==> src/rtl/seq_detect_pkg.sv <==
// rtl/seq_detect_pkg.sv - shared constants for the serial pattern detectors
package seq_detect_pkg;

   localparam logic [3:0] SEQ_1011    = 4'b1011;
   localparam logic       MODE_NONOVL = 1'b0;
   localparam logic       MODE_OVL    = 1'b1;

endpackage

==> src/rtl/seq_detect_prog_if.sv <==
// rtl/seq_detect_prog_if.sv - serial stream, control and status bundle of seq_detect_prog
interface seq_detect_prog_if #(
   parameter int PAT_W = 4,
   parameter int CNT_W = 8
);
   logic             in_valid;
   logic             inp_bit;
   logic             overlap;
   logic             pat_load;
   logic [PAT_W-1:0] pattern;
   logic             cnt_clr;
   logic             seq_seen;
   logic [CNT_W-1:0] match_count;
   logic             cnt_sat;

   modport master (
      output in_valid, inp_bit, overlap, pat_load, pattern, cnt_clr,
      input  seq_seen, match_count, cnt_sat
   );

   modport slave (
      input  in_valid, inp_bit, overlap, pat_load, pattern, cnt_clr,
      output seq_seen, match_count, cnt_sat
   );
endinterface

==> src/rtl/sat_counter.sv <==
// rtl/sat_counter.sv - saturating event counter with sticky saturation flag, clear wins
module sat_counter #(
   parameter int W = 8
) (
   input  logic         clk,
   input  logic         reset,
   input  logic         inc,
   input  logic         clr,
   output logic [W-1:0] count,
   output logic         sat
);
   localparam logic [W-1:0] ALL_ONES = {W{1'b1}};

   always_ff @(posedge clk or posedge reset) begin
      if (reset) begin
         count <= '0;
         sat   <= 1'b0;
      end else if (clr) begin
         count <= '0;
         sat   <= 1'b0;
      end else if (inc && count != ALL_ONES) begin
         count <= count + 1'b1;
         // flag rises on the same edge that lands on all-ones
         if (count == ALL_ONES - 1'b1)
            sat <= 1'b1;
      end
   end
endmodule

==> src/rtl/seq_detect_prog.sv <==
// rtl/seq_detect_prog.sv - programmable serial pattern detector with overlap select and match counter
module seq_detect_prog
   import seq_detect_pkg::*;
#(
   parameter int                PAT_W     = 4,
   parameter int                CNT_W     = 8,
   parameter logic [PAT_W-1:0]  RESET_PAT = PAT_W'(SEQ_1011)
) (
   input logic               clk,
   input logic               reset,
   seq_detect_prog_if.slave  bus
);
   localparam int                FILL_W   = $clog2(PAT_W);
   localparam logic [FILL_W-1:0] FILL_MAX = FILL_W'(PAT_W - 1);

   logic [PAT_W-1:0]  pat_reg;
   logic [PAT_W-1:0]  history;
   logic [FILL_W-1:0] fill;
   logic              seq_seen_q;
   logic              accept;
   logic              match;
   logic [PAT_W-1:0]  window;
   logic [CNT_W-1:0]  count;
   logic              sat;

   always_comb begin
      accept = bus.in_valid && !bus.pat_load;
      window = {history[PAT_W-2:0], bus.inp_bit};
      match  = accept && (fill == FILL_MAX) && (window == pat_reg);
   end

   always_ff @(posedge clk or posedge reset) begin
      if (reset) begin
         pat_reg    <= RESET_PAT;
         history    <= '0;
         fill       <= '0;
         seq_seen_q <= 1'b0;
      end else if (bus.pat_load) begin
         pat_reg    <= bus.pattern;
         history    <= '0;
         fill       <= '0;
         seq_seen_q <= 1'b0;
      end else begin
         seq_seen_q <= match;
         if (accept) begin
            history <= window;
            // non-overlapping mode demands a full fresh window after each hit
            if (match && bus.overlap == MODE_NONOVL)
               fill <= '0;
            else if (fill != FILL_MAX)
               fill <= fill + 1'b1;
         end
      end
   end

   sat_counter #(
      .W (CNT_W)
   ) u_cnt (
      .clk   (clk),
      .reset (reset),
      .inc   (match),
      .clr   (bus.cnt_clr),
      .count (count),
      .sat   (sat)
   );

   assign bus.seq_seen    = seq_seen_q;
   assign bus.match_count = count;
   assign bus.cnt_sat     = sat;
endmodule

==> src/flat_wrapper.sv <==
// flat-port wrapper written by rule: the top's interface ports become plain ports
module seq_detect_prog_flat import seq_detect_pkg::*;
#(
   parameter int                PAT_W     = 4,
   parameter int                CNT_W     = 8,
   parameter logic [PAT_W-1:0]  RESET_PAT = PAT_W'(SEQ_1011)
)
  (clk, reset, bus_in_valid, bus_inp_bit, bus_overlap, bus_pat_load, bus_pattern, bus_cnt_clr, bus_seq_seen, bus_match_count, bus_cnt_sat);
  seq_detect_prog_if #(.PAT_W(PAT_W), .CNT_W(CNT_W)) bus_i ();
  input logic clk;
  input logic reset;
  input wire logic [$bits(bus_i.in_valid)-1:0] bus_in_valid;
  input wire logic [$bits(bus_i.inp_bit)-1:0] bus_inp_bit;
  input wire logic [$bits(bus_i.overlap)-1:0] bus_overlap;
  input wire logic [$bits(bus_i.pat_load)-1:0] bus_pat_load;
  input wire logic [$bits(bus_i.pattern)-1:0] bus_pattern;
  input wire logic [$bits(bus_i.cnt_clr)-1:0] bus_cnt_clr;
  output wire logic [$bits(bus_i.seq_seen)-1:0] bus_seq_seen;
  output wire logic [$bits(bus_i.match_count)-1:0] bus_match_count;
  output wire logic [$bits(bus_i.cnt_sat)-1:0] bus_cnt_sat;
  assign bus_i.in_valid = bus_in_valid;
  assign bus_i.inp_bit = bus_inp_bit;
  assign bus_i.overlap = bus_overlap;
  assign bus_i.pat_load = bus_pat_load;
  assign bus_i.pattern = bus_pattern;
  assign bus_i.cnt_clr = bus_cnt_clr;
  assign bus_seq_seen = bus_i.seq_seen;
  assign bus_match_count = bus_i.match_count;
  assign bus_cnt_sat = bus_i.cnt_sat;
  seq_detect_prog #(.PAT_W(PAT_W), .CNT_W(CNT_W), .RESET_PAT(RESET_PAT)) u_core (.clk(clk), .reset(reset), .bus(bus_i));
endmodule
==> config.mk <==
export PLATFORM = sky130hd
export DESIGN_NAME = seq_detect_prog_flat
export DESIGN_NICKNAME = d
export VERILOG_FILES = /design/src/rtl/seq_detect_pkg.sv /design/src/rtl/seq_detect_prog_if.sv /design/src/rtl/sat_counter.sv /design/src/rtl/seq_detect_prog.sv /design/src/flat_wrapper.sv
export SDC_FILE = /design/constraint.sdc
export NUM_CORES = 1
export LEC_CHECK = 0
export BUFFER_PORTS_ARGS = -buffer_cell sky130_fd_sc_hd__buf_2
export CORE_MARGIN = 2
export CORE_UTILIZATION = 36
export DETAILED_ROUTE_END_ITERATION = 6
export PLACE_DENSITY_LB_ADDON = 0.12
export SETUP_SLACK_MARGIN = 0.4
export SYNTH_ARGS = -nofsm -noshare
export SYNTH_HDL_FRONTEND = slang
export SYNTH_HIERARCHICAL = 1
export SYNTH_SLANG_ARGS = --single-unit
==> constraint.sdc <==
create_clock -name clk -period 2.23 [get_ports clk]
set_input_delay 0.223 -clock clk [delete_from_list [all_inputs] [get_ports clk]]
set_output_delay 0.223 -clock clk [all_outputs]
set_load 0.005 [all_outputs]
==> run_results.csv <==
group,metric,value,unit
die,die_y,57.4,µm
power_and_ir_drop,p_leak,0.000594,µW
flow_run,max-cap-violations,0,
timing,max_freq,0.551,GHz
timing,hold_violations,0,
drt,drt-total-wl,1930,µm
cells_and_area,area_growth,18.3,%
place,io_buffers,20,
clocking,clk_path_buf_depth,2,
timing,setup_tns,0,ns
global_route,track_usage,0.128,
clocking,path_clk_slew,0.11,ns
cells_and_area,seq_area,479,µm²
min_path,min-delay-start,"bus_pattern[2]",
cells_and_area,layout.cells.non_filler,147,
die,io_pins,21,
run_status,status,"finished clean",
timing,fin_crit_sh,0.813,
synthesis,synth_seq_cells,19,
drt,drt-initial-drc-count,10,
global_route,grt_max_degree,13,
synthesis,syn_avg_cell_area,11.2,µm²
die,placementRows,19,
cells_and_area,stdcell_area,0.00121,mm²
place,placed_area,0.00115,mm²
clocking,cts_buffers,3,
synthesis,syn_inst,92,
drt,drc,0,
synthesis,synth-edff-count,0,
critical_path,criticalPathCategory,"reg2reg",
clocking,clockRootBuffer,"clkbuf_4",
drt,wl_per_cell,13.1,µm
synthesis,synthFlopType,"dfrtp_1",
critical_path,critPathMaxFanout,6,
drt,antenna_left,0,
cells_and_area,nNetsFinal,131,
cells_and_area,final_layout_size_suffix_gt1_frac,0.371,
timing,skew,0.00307,ns
die,dieWidth,57.4,µm
synthesis,synth_area,0.00103,mm²
drt,num_vias,769,
critical_path,cp.required,2.42,ns
timing,setup_viol,0,
power_and_ir_drop,irDropWorstVdd,0.336,mV
timing,slew_violations,0,
drt,drt-pass1-iter-count,4,
critical_path,endpoint_kind,"flop",
critical_path,startpoint,"u_core/pat_reg[3]",
clocking,clk_latency,0.29,ns
cells_and_area,largest_reg_flops,8,
cells_and_area,fin_util,0.444,
critical_path,cp.arrival,2.00,ns
critical_path,r2r-start,"u_core/pat_reg[3]",
timing,period_needed,1.81,ns
critical_path,startpoint_type,"flop",
place,dp.cells,139,
synthesis,yosysSeqAreaShare,0.467,
drt,post_drt_via_cell_ratio,5.23,
timing,rsz0062_at_grt,"true",
timing,worst_pin_slew,0.382,ns
synthesis,yosysUniqueCellTypes,36,
clocking,cts_sinks,19,
cells_and_area,final_common_cell,"buf_2",
synthesis,synthArstFlopShare,1.00,
global_route,antenna_found_initial,0,
cells_and_area,multi_input_area,512,µm²
min_path,hold_path.class,"in2reg",
global_route,grt_pass1_vias,732,
place,place.gp.congestion,0.785,
cells_and_area,layout_common_cells,"buf_2, dfrtp_1, nor2_1",
timing,holdWs,0.153,ns
synthesis,synth_nets,106,
clocking,cts_tree,"yes",
cells_and_area,n_antenna_cell,0,
die,initial_core_util,0.376,
synthesis,yosys_warnings,6,
die,die-area,0.00330,mm²
clocking,h-tree-depth,1,
place,dp_hpwl,1440,µm
global_route,grt_overflow,0,
die,core_area,0.00273,mm²
timing,maxSlewHeadroom,0.745,
global_route,grt_pass1_wl,3310,µm
cells_and_area,fillers,265,
power_and_ir_drop,powerDensity,506,mW/mm²
final timing paths:
check                                   endpoint  slack, ns  depth (start not counted)
setup reg to reg           u_core/u_cnt/count[5]       0.42                          6
setup / recovery           u_core/u_cnt/count[5]       0.42                          6
hold / removal                 u_core/pat_reg[2]       0.15                          2
hold reg to reg                 u_core/u_cnt/sat       0.52                          2
min in group asynchronous  u_core/u_cnt/count[0]       0.43                          3
max in group asynchronous      u_core/pat_reg[3]       1.48                          3
kinds of logic after synthesis:
group,after synthesis,synth area share
buf+inv,11,0.0524
simple gates,29,0.175
fa+ha+maj,3,0.0365
flops,19,0.467
compound gates,14,0.107
xor+xnor,5,0.0426
mux,11,0.119
per-layer routing:
metal  global-route usage  vias up  share of wire
li1                     -      378              -
met1                0.194      375           0.53
met2                0.179       14           0.42
met3               0.0476        2          0.036
met4               0.0199        0         0.0098
met5                    0        -              0
synthesized netlist by cell type, types with 2 or more instances:
cell | instances | area, µm²
nor2b_1 | 2 | 12.5
nand4_1 | 2 | 12.5
nor3_1 | 4 | 20.0
mux2_2 | 4 | 45.0
a21oi_1 | 2 | 10.0
xor2_1 | 4 | 35.0
a211oi_1 | 5 | 37.5
nand2_1 | 2 | 7.51
mux2i_1 | 4 | 40.0
dfrtp_1 | 16 | 400
nor2_1 | 8 | 30.0
inv_1 | 7 | 26.3
mux2_1 | 2 | 22.5
a311oi_1 | 2 | 17.5
and2_1 | 2 | 12.5
a31oi_1 | 2 | 12.5
dfstp_2 | 3 | 78.8
ha_1 | 3 | 37.5
cell type report:
type                            instances  share of cell area
Timing Repair Buffer                   24               0.109
Inverter                                7              0.0216
Tap cell                               31              0.0319
Multi-Input combinational cell         62               0.421
Clock buffer                            4              0.0216
Sequential cell                        19               0.394
stage by stage:
step	setup WS (ns)	total power, µW
floorplan	0.414	425
global placement	0.354	441
detailed placement	0.290	443
CTS	0.401	626
global route	0.353	651
finish	0.416	614
critical path: stages (launching register included):
cell	delay, ns
dfstp_2	0.55
xor2_1	0.08
nor3_2	0.19
and2_4	0.21
nand4_4	0.13
a211oi_2	0.22
mux2_4	0.32
power breakdown:
group | leakage [µW] | internal [µW] | switching [µW]
combinational | 0.000329 | 33.8 | 34.4
clock | 0.0000150 | 69.5 | 105
sequential | 0.000250 | 362 | 9.57
total | 0.000594 | 465 | 149
what timing repair did:
action,4_1_cts,5_1_grt
endpoints found under the hold margin,16,0
hold buffers,1,0
pin swaps,3,0
endpoints found under the setup margin,2,2
resized for setup,0,2
buffers inserted,2,1
No activity file was read; power rests on OpenSTA's default activity.
